**config.mk**
```make
export PLATFORM = sky130hd
export DESIGN_NAME = div_serial
export DESIGN_NICKNAME = d
export VERILOG_FILES = /design/src/rtl/div_serial.sv
export SDC_FILE = /design/constraint.sdc
export NUM_CORES = 1
export LEC_CHECK = 0
export BUFFER_PORTS_ARGS = -buffer_cell sky130_fd_sc_hd__clkbuf_2
export CELL_PAD_IN_SITES_DETAIL_PLACEMENT = 0
export CELL_PAD_IN_SITES_GLOBAL_PLACEMENT = 1
export CORE_UTILIZATION = 47
export DETAILED_ROUTE_END_ITERATION = 8
export PLACE_DENSITY_LB_ADDON = 0.1
export SLEW_MARGIN = 5
export SYNTH_ARGS = -nofsm -noshare
export SYNTH_HDL_FRONTEND = slang
export SYNTH_SLANG_ARGS = --single-unit
```
**constraint.sdc**
```tcl
create_clock -name clk -period 5.9 [get_ports clk]
set_input_delay 1.18 -clock clk [delete_from_list [all_inputs] [get_ports clk]]
set_output_delay 1.18 -clock clk [all_outputs]
set_load 0.01 [all_outputs]
```
**src/rtl/div_serial.sv**
```systemverilog
// div_serial: sequential unsigned restoring divider, one quotient bit per clock.
//   Divides a 2*DATA_WIDTH-bit dividend by a DATA_WIDTH-bit divisor.
// Ports:
//   clk      - clock, rising edge
//   rst_n    - asynchronous active-low reset
//   i_n      - dividend (2*DATA_WIDTH)
//   i_d      - divisor (DATA_WIDTH)
//   i_valid  - operands valid, sampled only while o_ready=1
//   o_ready  - idle, accepts i_valid at this edge
//   o_valid  - one-cycle pulse, o_q/o_r/o_ovf valid
//   o_q      - quotient (all ones on overflow)
//   o_r      - remainder (zero on overflow)
//   o_ovf    - divide-by-zero or quotient overflow
module div_serial #(
    parameter int unsigned DATA_WIDTH = 32
) (
    input  logic                    clk,
    input  logic                    rst_n,
    input  logic [2*DATA_WIDTH-1:0] i_n,
    input  logic [DATA_WIDTH-1:0]   i_d,
    input  logic                    i_valid,
    output logic                    o_ready,
    output logic                    o_valid,
    output logic [DATA_WIDTH-1:0]   o_q,
    output logic [DATA_WIDTH-1:0]   o_r,
    output logic                    o_ovf
);

    localparam int unsigned W  = DATA_WIDTH;
    localparam int unsigned CW = $clog2(W + 1);

    typedef enum logic [1:0] {
        IDLE,
        RUN,
        DONE
    } state_t;

    state_t          state_q, state_d;
    logic [W-1:0]    rem_q, rem_d;
    logic [W-1:0]    low_q, low_d;
    logic [W-1:0]    div_q, div_d;
    logic [CW-1:0]   cnt_q, cnt_d;
    logic            ovf_path_q, ovf_path_d;
    logic [W-1:0]    quot_q, quot_d;
    logic [W-1:0]    remr_q, remr_d;
    logic            ovf_q, ovf_d;
    logic            valid_q, valid_d;

    logic [W:0]      t;
    logic [W-1:0]    diff;
    logic            ge;

    always_ff @(posedge clk or negedge rst_n) begin
        if (!rst_n) begin
            state_q    <= IDLE;
            rem_q      <= '0;
            low_q      <= '0;
            div_q      <= '0;
            cnt_q      <= '0;
            ovf_path_q <= 1'b0;
            quot_q     <= '0;
            remr_q     <= '0;
            ovf_q      <= 1'b0;
            valid_q    <= 1'b0;
        end else begin
            state_q    <= state_d;
            rem_q      <= rem_d;
            low_q      <= low_d;
            div_q      <= div_d;
            cnt_q      <= cnt_d;
            ovf_path_q <= ovf_path_d;
            quot_q     <= quot_d;
            remr_q     <= remr_d;
            ovf_q      <= ovf_d;
            valid_q    <= valid_d;
        end
    end

    always_comb begin
        state_d    = state_q;
        rem_d      = rem_q;
        low_d      = low_q;
        div_d      = div_q;
        cnt_d      = cnt_q;
        ovf_path_d = ovf_path_q;
        quot_d     = quot_q;
        remr_d     = remr_q;
        ovf_d      = ovf_q;
        valid_d    = 1'b0;

        t    = {rem_q, low_q[W-1]};
        ge   = (t >= {1'b0, div_q});
        // When ge holds the difference is below the divisor, so W bits suffice.
        diff = t[W-1:0] - div_q;

        case (state_q)
            IDLE: begin
                if (i_valid) begin
                    div_d      = i_d;
                    rem_d      = i_n[2*W-1:W];
                    low_d      = i_n[W-1:0];
                    cnt_d      = '0;
                    ovf_path_d = (i_d == '0) || (i_n[2*W-1:W] >= i_d);
                    state_d    = ovf_path_d ? DONE : RUN;
                end
            end
            RUN: begin
                rem_d = ge ? diff : t[W-1:0];
                // low doubles as the quotient register: bits shift out the top
                // into the partial remainder while quotient bits enter at bit 0.
                low_d = {low_q[W-2:0], ge};
                cnt_d = cnt_q + 1'b1;
                if (cnt_q == CW'(W - 1)) begin
                    state_d = DONE;
                end
            end
            DONE: begin
                valid_d = 1'b1;
                state_d = IDLE;
                if (ovf_path_q) begin
                    quot_d = '1;
                    remr_d = '0;
                    ovf_d  = 1'b1;
                end else begin
                    quot_d = low_q;
                    remr_d = rem_q;
                    ovf_d  = 1'b0;
                end
            end
            default: begin
                state_d = IDLE;
            end
        endcase
    end

    assign o_ready = (state_q == IDLE);
    assign o_valid = valid_q;
    assign o_q     = quot_q;
    assign o_r     = remr_q;
    assign o_ovf   = ovf_q;

endmodule

```
# Yosys cells after proc, flatten, opt, wreduce, memory -nomap -nowiden
# Cells that the tools add are included.
[classes] n_reduce_logical=7 n_eq_ne=5 n_mux=15 addsub=2 order_cmp=2
[op_table] operator="$mux 32" count=5
[op_table] operator="$pmux 32 s2" count=2
[op_table] operator="$ge 33x32->1" count=1
[op_table] operator="$ge 32x32->1" count=1
[op_table] operator="$logic_not 32->1" count=1
[op_table] operator="$sub 32x32->32" count=1
[op_table] operator="$pmux 6 s2" count=1
[op_table] operator="$add 6x1->6 const B" count=1
[op_table] operator="$eq 6x5->1 const B" count=1
[op_table] operator="$mux 2" count=3
[op_table] operator="$mux 6" count=1
[op_table] operator="$reduce_and 2->1" count=3
[op_table] operator="$ne 2x2->1 const B" count=2
[op_table] operator="$pmux 2 s2" count=1
[op_table] operator="$eq 2x1->1 const B" count=1
[op_table] operator="$eq 2x2->1 const B" count=1
[op_table] operator="$logic_not 2->1" count=1
[op_table] operator="$mux 1" count=2
[op_table] operator="$reduce_bool 2->1" count=1
[op_table] operator="$logic_or 1x1->1" count=1
[totals] wordCells=41 regBits=171 out_inout_bits=67 in_bits=99

# Depth between registers and ports, before layout
# Gate-level depths: netlist of the first run.
[logic_depth] depth_word=5 mapped_depth=14 mapped_depth_nobuf=12

# Worst setup path before layout of the first run
# OpenSTA, ideal clock, no wires.
[synth_timing] path_type="input to register" start="input port i_n[32]" end="register state_q[1]" setup_ps=126 path_stages=11 setup_slack_ps=3120 arrival_time_ps=2654 path_buffers=0 t_required_ps=5774 path_cell_list="inv_1 ha_1 nand2b_1 a21o_1 a21oi_1 o21ai_0 o31a_1 o21ai_0 a211oi_1 nor3_1 nor4_1"
[synth_between] elab_chain_cells=5
[synth_lines] element="start: declaration" line="19" text="input logic [2*DATA_WIDTH-1:0] i_n,"
[synth_lines] element="$ge 32x32->1" line="103" text="ovf_path_d = (i_d == '0) || (i_n[2*W-1:W] >= i_d);"
[synth_lines] element="$logic_or 1x1->1" line="103"
[synth_lines] element="$mux 2" line="104" text="state_d = ovf_path_d ? DONE : RUN;"
[synth_lines] element="$mux 2" line="98" text="if (i_valid) begin"
[synth_lines] element="$pmux 2 s2" line="96" text="case (state_q)"
[synth_lines] element="end signal: assignment" line="66" text="state_q <= state_d;"
[synth_lines] element="end: declaration" line="38" text="state_t state_q, state_d;"
# Every way passes these cells. The select of a mux whose other input is x is not followed.
# A chain may end at the register's enable or synchronous reset.

# Worst setup path in the final report of the first run
[layout_timing] start="register rem_q[4]" end="register rem_q[29]"
[layout_between] elab_chain_cells=3 elab_cells_between_ends=4 cone_classes="1 x add/sub; 1 x order compare; 2 x mux"
[layout_lines] element="start: declaration" line="39" text="logic [W-1:0] rem_q, rem_d;"
[layout_lines] element="start signal: assignment" line="67" text="rem_q <= rem_d;"
[layout_lines] element="$sub 32x32->32 or $ge 33x32->1 (tied branches)" line="94, 92"
[layout_lines] element="$mux 32 *" line="108" text="rem_d = ge ? diff : t[W-1:0];"
[layout_lines] element="$pmux 32 s2 *" line="96"
# Every way passes the cells marked *; elsewhere a longest branch is shown, timed or not.

==> run metrics, run 1 <==
ratio of cells with drive above 1 in the final layout 16.9%; PwrDens 661 nW/um^2; Setup Skew about 0.017 ns; max frequency about 300 MHz; worst hold slack approximately 0.48 ns; CP arrival between 3 and 4 ns; synth warn 0; Starting DRT DRC Count 540; min Tclk post-route 3.41 ns; Worst slew margin 21.9%; Post-synth EDFFs 0; total wire length 26.3 mm; maximum VDD drop 0.382 mV; Final ANT Viol Nets 0; non-filler cells, final ~1,600; post-synthesis async set-or-reset flop share 100%; Post-CTS Setup Inserts 0; NumNets Final 1,459; gpl congestion ~0.87; die area 22,500 um^2; HP Class reg2reg; synthesized net count around 1,300; most common cell after layout, fill and taps aside nand2_1; grt ovf 0; drt via density 5.44; htree depth 4; CTS tree done; Worst-Skew Late Latency 0.44 ns; Syn Std Cell Area 10,300 um^2; Num Clock Sinks 171; Resized cells post-CTS 0; Synth Register Bits around 170; starting density of the core 48.4%; pre-CTS WS about 2.4 ns; detailed placer's ending HPWL between 15 and 20 mm; power consumption 7.84 mW; reg2reg start rem_q[4]; most common flop cell mapped by yosys dfrtp_1; GRT Total Usage 24.5%; core area 21,300 um^2; synthesis-to-layout area growth 15.1%; CP Launch Type register; Die Wd 150 um; io pins 166; DR pass1 iterations 5; WP data required 6.22 ns; Synth Area per Inst 8.76 um^2; transition time of the tightest slew-check pin 1.17 ns; Placed Instances 1,550; antenna cells 0; hold_buf cts 0; vias in the first global route 8,370; via count 8,605; CP Max Fanout 49; status completed; fillers 2,017; Syn Inst Count 1,177; Slew Limit Fails 0; first-pass GRT wire length 43.3 mm; Critical Path End Type register; kind of critical path reg2reg; mean routed wirelength per cell 16.6 um; initial antenna violation count 0; clock-pin slew on the worst setup and hold paths ~0.080 ns; Final Hold Fails 0; clock root buffer clkbuf_16; Seq/Total Area, Yosys 41.5%; Max Cap Viol 0; Clock Tree Buf Depth 2; setup TNS 0 ns; synth unique cells 63; Critical Path Source rem_q[4]; Die H about 150 um; CTS buffer count 17; hold path start o_q[31]; leakage 5.75 nW; period utilisation layout between 50% and 60%; final worst setup slack 2.49 ns; row cnt 53; unrepaired setup endpoints after global routing false; largest net degree at the start of global routing 106; DRC 0; most frequent cells in the layout 173 x nand2_1, 170 x dfrtp_1, 164 x clkbuf_2, 151 x o21ai_0, 72 x inv_1; PortBufs 165; final setup vio count 0
## synth_stat cells (all sizes together) (3+ instances only)
cell	n	area (um^2)
a211oi	22	170
a21o	16	120
a21oi	61	305
a311oi	4	35.0
a31o	4	43.8
a31oi	16	100
a41oi	3	26.3
and2	6	37.5
and3	10	62.6
buf	21	126
clkbuf	54	204
dfrtp	171	4280
ha	65	813
inv	72	270
mux2i	63	631
nand2	173	649
nand2b	36	225
nand3	15	75.1
nand4	13	81.3
nor2	63	236
nor2b	23	144
nor3	14	75.1
nor4	14	87.6
o211ai	5	42.5
o21a	7	52.6
o21ai	153	769
o21bai	3	22.5
o311a	3	30.0
o31ai	14	119
xnor2	14	123
xor2	12	105
## worst max-delay path, stage by stage, from the launching register on
cell and delay (ns):
dfrtp_1 0.43, ha_1 0.44, nand2_1 0.10, or3_1 0.39
o211ai_2 0.22, o2111a_1 0.29, o31ai_4 0.11, o21ai_2 0.22
a31o_4 0.67, o22ai_1 0.18, a31o_2 0.24
## kinds of logic (layout without fill, tap and decap cells)
group	count (synthesis)	count (layout)	share of synthesized area (%)
adders and majority gates	66	66	8.08
muxes	64	64	6.23
AOI/OAI and AO/OA	328	328	19.3
and+or+nand+nor	375	375	16.8
DFF	171	171	41.5
buffers and inverters	147	277	5.83
xor gates and xnor gates	26	26	2.21
## sequential cells by signal, indices dropped and copies added, names as in the netlist
signal / count
o_r: 32
o_q: 32
low_q: 32
o_valid: 1
cnt_q: 6
o_ovf: 1
rem_q: 32
div_q: 32
state_q: 2
ovf_path_q: 1
## worst paths after layout
| kind | slack [ns] | endpoint | cells after the start |
|---|---|---|---|
| setup reg to reg | 2.49 | rem_q[29] | 10 |
| hold reg to reg | 0.48 | o_q[31] | 2 |
| min in group asynchronous | 0.76 | o_q[30] | 1 |
| hold / removal | 0.48 | o_q[31] | 2 |
| setup / recovery | 2.49 | rem_q[29] | 10 |
| max in group asynchronous | 4.12 | o_r[23] | 2 |
## layout make-up
cell class / instances / area (um^2) / area share [%]
Inverter: 72 / 270 / 2.28
Sequential cell: 171 / 4280 / 36.1
Tap cell: 275 / 344 / 2.90
Timing Repair Buffer: 173 / 905 / 7.63
Clock buffer: 18 / 429 / 3.62
Clock inverter: 14 / 180 / 1.52
Multi-Input combinational cell: 859 / 5450 / 46.0
## power breakdown
group | internal [mW] | switching, mW | total [mW]
logic | 1.83 | 2.69 | 4.52
registers | 1.76 | 0.390 | 2.15
clock network | 0.645 | 0.531 | 1.18
## metal layers
layer	track usage [%]	vias to the layer above	share of wire [%]
met5	0	-	0
met4	6.11	0	1.1
met3	3.64	21	3.6
met2	40.0	176	47
met1	34.1	4042	48
li1	-	4366	-
## metrics by stage
step,area (um^2),utilization (%)
3_3_place_gp,11300,52.9
4_1_cts,11900,55.7
6_report,11900,55.7
3_5_place_dp,11300,52.9
5_1_grt,11900,55.7
2_1_floorplan,10300,-
No activity file was read; power rests on OpenSTA's default activity.
==> run 2, diff against run 1 <==
--- a/config.mk
+++ b/config.mk
@@ -8,7 +8,7 @@
 export BUFFER_PORTS_ARGS = -buffer_cell sky130_fd_sc_hd__clkbuf_2
 export CELL_PAD_IN_SITES_DETAIL_PLACEMENT = 0
 export CELL_PAD_IN_SITES_GLOBAL_PLACEMENT = 1
-export CORE_UTILIZATION = 47
+export CORE_UTILIZATION = 39
 export DETAILED_ROUTE_END_ITERATION = 8
 export PLACE_DENSITY_LB_ADDON = 0.1
 export SLEW_MARGIN = 5
==> constraint.sdc (replaced) <==
create_clock -name clk -period 3 [get_ports clk]
set_input_delay 0.6 -clock clk [delete_from_list [all_inputs] [get_ports clk]]
set_output_delay 0.6 -clock clk [all_outputs]
set_load 0.01 [all_outputs]
==> run 2 against run 1 <==
Effect of this change: clock skew shrank 0.0019 ns; sequential share of layout area shrank 1.6 points; register-to-register slack lost 2.4 ns; flip-flop and latch count is the same; worst setup slack lost 2.4 ns; clock power grew 95%; cell count grew 6.5%; non-clock buffer count grew 43; power grew 110%; final area grew 4.6%; clock-buffer cell count is the same; routed wire length grew 9.5%; highest routed layer unchanged.
==> run metrics, run 2 (same netlist as run 1, synthesis figures left out) <==
synthesis-to-layout area growth 20.4%; most frequent cells in the layout 173 x nand2_1, 170 x dfrtp_1, 164 x clkbuf_2, 151 x o21ai_0, 72 x inv_1; clock root buffer clkbuf_16; Largest stage delay, worst path 0.43 ns; clock-pin slew on the worst setup and hold paths 0.08 ns; Reg power frac 25.9%; CTS buffer count 17; Final Hold Fails 0; WP data required 3.35 ns; mean routed wirelength per cell 17.1 um; io pins 166; CP Launch Type register; PortBufs between 150 and 200; first-pass GRT wire length 46.0 mm; vias in the first global route 8,442; final setup vio count 0; Psw 7.62 mW; Sw Ratio 46.2%; Starting DRT DRC Count about 540; Max Cap Viol 0; starting density of the core ~40%; multi-input logic area 5540 um^2; Clock Power Share 13.9%; HP Class in2async; hold_buf cts 0; combinational fraction of design power 60.2%; CP arrival 3.23 ns; CP max-delay cell dfrtp_1; largest net degree at the start of global routing 88; row cnt 59; detailed placer's ending HPWL ~21 mm; pre-CTS WS slightly below 0.05 ns; Cell Chain, Critical Path ha_1 > a21oi_1 > o21ai_0 > a31oi_1 > nor2_1 > o31ai_4 > o21ai_4 > a31o_4 > buf_12 > and3_1 > a211oi_2; grt ovf 0; PwrDens between 1000 and 1500 nW/um^2; DRC 0; Num Clock Sinks between 150 and 200; Final ANT Viol Nets 0; antenna cells 0; initial antenna violation count 0; transition time of the tightest slew-check pin 0.819 ns; Clock Tree Buf Depth 2; most common cell after layout, fill and taps aside nand2_1; kind of critical path reg2reg; via count roughly 9,000; Slew Limit Fails 0; Seq. cell area 4280 um^2; CP Max Fanout 17; R2R Setup Slk 0.11 ns; fillers 2,616; status completed; final worst setup slack 0.111 ns; core area 26,000 um^2; min Tclk post-route between 2 and 3 ns; P_int between 8 and 9 mW; drt via density approximately 5.2; htree depth 4; Setup Skew 0.0151 ns; Die H 165 um; CTS tree done; NumNets Final 1,502; Worst-Skew Late Latency 0.44 ns; max frequency approximately 350 MHz; gpl congestion 0.864; GRT Total Usage 21.8%; DR pass1 iterations 8; Critical Path End Type register; total wire length ~29 mm; maximum VDD drop 0.458 mV; Worst slew margin 45.4%; period utilisation layout between 90% and 100%; Die Wd 165 um; worst hold slack 0.128 ns; die area between 20,000 and 30,000 um^2; ratio of cells with drive above 1 in the final layout 20.9%; leakage 5.99 nW
[run 2: cell types whose count changed in the layout (fill, tap and decap cells not counted), sizes merged]
cell,change
buf,+43
bufinv,-2
clkinv,+3
clkinvlp,-2
inv,+1
[run 2: area by class of cell]
cell class	count	share of cell area, %
Multi-Input combinational cell	859	44.6
Timing Repair Buffer	216	10.4
Tap cell	335	3.38
Inverter	72	2.18
Sequential cell	171	34.5
Clock inverter	14	1.37
Clock buffer	18	3.54
[run 2: path summary, 6_finish.rpt]
kind | startpoint | to | cells after the start
worst max-delay path | rem_q[9] | rem_q[1] | 11
worst min-delay path | rst_n | low_q[22] | 1
worst max register to register | rem_q[9] | rem_q[1] | 11
worst min register to register | o_q[8] | o_q[8] | 2
max in group asynchronous | rst_n | rem_q[23] | 2
min in group clk | i_d[6] | div_q[6] | 3
[run 2: per-layer routing]
metal,global-route usage [%],up-vias,share of wire [%]
met4,5.09,0,1.3
met5,0,-,0
li1,-,4443,-
met1,30.5,4143,49
met2,35.2,164,46
met3,3.54,21,3.3
[run 2: per-stage QoR]
| step | area, um^2 | std cells | total power, mW | util (%) | setup TNS (ns) |
|---|---|---|---|---|---|
| final | 12400 | 1685 | 16.5 | 47.8 | 0 |
| after global routing | 12400 | 1685 | 18.0 | 47.8 | -0.0169 |
| after CTS | 12300 | 1682 | 16.4 | 47.3 | 0 |
| after detailed placement | 11700 | 1650 | 14.0 | 45.0 | 0 |
| after global placement | 11700 | 1650 | 13.9 | 45.0 | 0 |
| after floorplan | 10300 | 1177 | 11.0 | - | 0 |
[run 2: power by group through the flow]
stage / sequential [mW] / clock, mW / combinational [mW]
after floorplan: 4.27 / 0 / 6.77
after global placement: 4.28 / 0 / 9.67
after detailed placement: 4.33 / 0 / 9.66
after CTS: 4.28 / 2.37 / 9.72
after global routing: 4.45 / 2.45 / 11.1
final: 4.27 / 2.30 / 9.93
[run 2: repair_timing]
item / CTS / global route
buffers inserted: 0 / 3
resized for setup: 0 / 18
setup endpoints to repair: 0 / 33
[run 2: critical path, delay by kind of cell, from the launching register on]
| kind | cells | cell delay [ns] |
|---|---|---|
| AO/OA/AOI/OAI | 7 | 1.50 |
| adder cells (fa/ha/maj) | 1 | 0.37 |
| buffers and inverters | 1 | 0.16 |
| flip-flops | 1 | 0.43 |
| AND/OR/NAND/NOR | 2 | 0.33 |
==> run 3, diff against run 2 <==
--- a/config.mk
+++ b/config.mk
@@ -5,10 +5,11 @@
 export SDC_FILE = /design/constraint.sdc
 export NUM_CORES = 1
 export LEC_CHECK = 0
+export ABC_AREA = 1
 export BUFFER_PORTS_ARGS = -buffer_cell sky130_fd_sc_hd__clkbuf_2
 export CELL_PAD_IN_SITES_DETAIL_PLACEMENT = 0
 export CELL_PAD_IN_SITES_GLOBAL_PLACEMENT = 1
-export CORE_UTILIZATION = 39
+export CORE_UTILIZATION = 38
 export DETAILED_ROUTE_END_ITERATION = 8
 export PLACE_DENSITY_LB_ADDON = 0.1
 export SLEW_MARGIN = 5
==> run 3 against run 2 <==
Effect of this change: utilization decreased by 1.8 points; cell count is 20% higher; first-iteration DRC count up 42%; sequential share of layout area decreased by 0.35 points; power decreased by 2.8%; routed wire length increased by 20%; sequential power decreased by 7.7%; non-clock buffer count is 33 lower; clock power about the same; critical path depth grew 3.
==> run metrics, run 3 <==
status completed; most common flop cell mapped by yosys dfrtp_1; post-synthesis async set-or-reset flop share 100%; NumNets Final around 1,800; Max Cap Viol 0; HP Class in2async; antenna cells 0; total wire length 34.4 mm; Synth Area per Inst 7.19 um^2; Cell Chain, Critical Path ha_1 > nand2_1 > inv_1 > a21oi_1 > nand2_1 > nand2_1 > nand2_1 > nor2_4 > nand2_8 > inv_4 > nand2_2 > nor2_1 > nor2_1 > nor2_1; WP data required 3.35 ns; clock root buffer clkbuf_16; GRT Total Usage 24.9%; Num Clock Sinks 171; ratio of cells with drive above 1 in the final layout 14.6%; leakage 6.70 nW; initial antenna violation count 0; DRC 0; detailed placer's ending HPWL 26.1 mm; kind of critical path reg2reg; htree depth 4; Clock Power Share 14.4%; most frequent cells in the layout 352 x nand2_1, 263 x inv_1, 171 x dfrtp_1, 164 x clkbuf_2, 142 x nor2_1; combinational fraction of design power 61.1%; synthesized net count 1,648; max frequency 383 MHz; most common cell after layout, fill and taps aside nand2_1; starting density of the core 39.1%; via count 10,000; transition time of the tightest slew-check pin 1.08 ns; P_int roughly 7.8 mW; largest net degree at the start of global routing 89; Reg power frac 24.5%; Seq/Total Area, Yosys ~40%; synth unique cells 38; Synth Register Bits 171; CP arrival 2.96 ns; Slew Limit Fails 0; Yosys top cell area share between 40% and 50%; Syn Std Cell Area 10,700 um^2; Bufs and invs on worst path 2; synthesis-to-layout area growth 17.6%; count leader, synth nand2_1; min Tclk post-route 2.61 ns; pre-CTS WS 0.0823 ns; Clock Tree Buf Depth 2; top cells by area, synth dfrtp_1 40%, nand2_1 12%, inv_1 9.3%, ha_1 7.6%, nor2_1 5.2%; CP delay by family, top simple AND/OR/NAND/NOR gates; row cnt 60; PortBufs 165; final setup vio count 0; vias in the first global route 9,815; CTS tree done; drt via density 4.97; unrepaired setup endpoints after global routing false; synth warn 0; Critical Path End Type register; Psw 8.24 mW; Sw Ratio a little over 50%; Largest stage delay, worst path 0.41 ns; CTS buffer count 17; CP Max Fanout 27; Crit path depth 14; Syn Inst Count around 1,500; grt ovf 0; reg2reg path depth 14; die area around 29,000 um^2; PwrDens roughly 1300 nW/um^2; mean routed wirelength per cell 17.1 um; Die Wd 169 um; clock-pin slew on the worst setup and hold paths around 0.08 ns; Post-synth EDFFs 0; core area 27,300 um^2; CP most frequent cell nand2_1; CP max-delay cell dfrtp_1; Starting DRT DRC Count 765; CP Launch Type register; period utilisation layout 86.9%; maximum VDD drop around 0.45 mV; gpl congestion ~0.93; io pins 166; Worst-Skew Late Latency roughly 0.44 ns; Final Hold Fails 0; DR pass1 iterations 5; Die H roughly 170 um; Final ANT Viol Nets 0; final worst setup slack 0.392 ns; first-pass GRT wire length 54.9 mm; Setup Skew 0.0179 ns; area leader, netlist dfrtp_1; most frequent cells after synthesis 353 x nand2_1, 263 x inv_1, 171 x dfrtp_1; Worst slew margin between 20 and 30%; setup TNS 0 ns
[run 3: final timing paths]
check / end / startpoint / slack, ns
setup / recovery: rem_q[8] / rem_q[22] / 0.39
max in group asynchronous: low_q[1] / rst_n / 2.14
hold / removal: rem_q[4] / rst_n / 0.12
hold reg to reg: o_r[10] / o_r[10] / 0.49
setup reg to reg: rem_q[8] / rem_q[22] / 0.39
min in group clk: div_q[20] / i_d[20] / 0.39
[run 3: per-stage QoR]
step                instances  instance area (um^2)  utilization [%]  hold slack, ns  total power, mW
detailed placement       1985                 11900             43.7           0.473             13.7
global placement         1985                 11900             43.7           0.466             13.7
CTS                      2017                 12500             45.9           0.138             16.1
global route             2019                 12500             46.0           0.144             17.7
floorplan                1483                 10700                -           0.304             10.8
finish                   2019                 12500             46.0           0.120             16.0
[run 3: cells by family (layout without fill, tap and decap cells)]
group / count (synthesis) / count (layout) / share of synthesized area [%]
AOI/OAI and AO/OA: 249 / 249 / 13.2
xor gates and xnor gates: 8 / 8 / 0.657
adders and majority gates: 66 / 66 / 7.82
buffers and inverters: 316 / 480 / 11.5
DFF: 171 / 171 / 40.1
and+or+nand+nor: 673 / 673 / 26.7
[run 3: power groups by stage]
stage / registers [mW] / logic, mW / clock network (mW)
after floorplan: 4.04 / 6.73 / 0
after global placement: 3.96 / 9.74 / 0
after detailed placement: 3.99 / 9.76 / 0
after CTS: 3.94 / 9.81 / 2.36
after global routing: 4.06 / 11.2 / 2.45
final: 3.94 / 9.80 / 2.31
[run 3: repair_timing]
item,in CTS,in global routing
buffers inserted,0,2
hold buffers,0,0
resized for setup,0,0
setup endpoints to repair,0,16
[run 3: layout make-up]
class,count,area (um^2)
repair buffers,183,992
clock buffers,17,425
multi-input cells,996,5190
well taps,372,465
fillers,2882,14700
flip-flops and latches,171,4280
clock inverters,15,185
inverters,265,997
[run 3: per-layer routing]
layer	wire length [um]	vias to the layer above	share of wire, %	track usage, %
li1	-	5050	-	-
met1	16400	4743	48	34.6
met2	16000	224	46	40.8
met3	1640	24	4.8	3.61
met4	398	0	1.2	5.48
met5	0	-	0	0
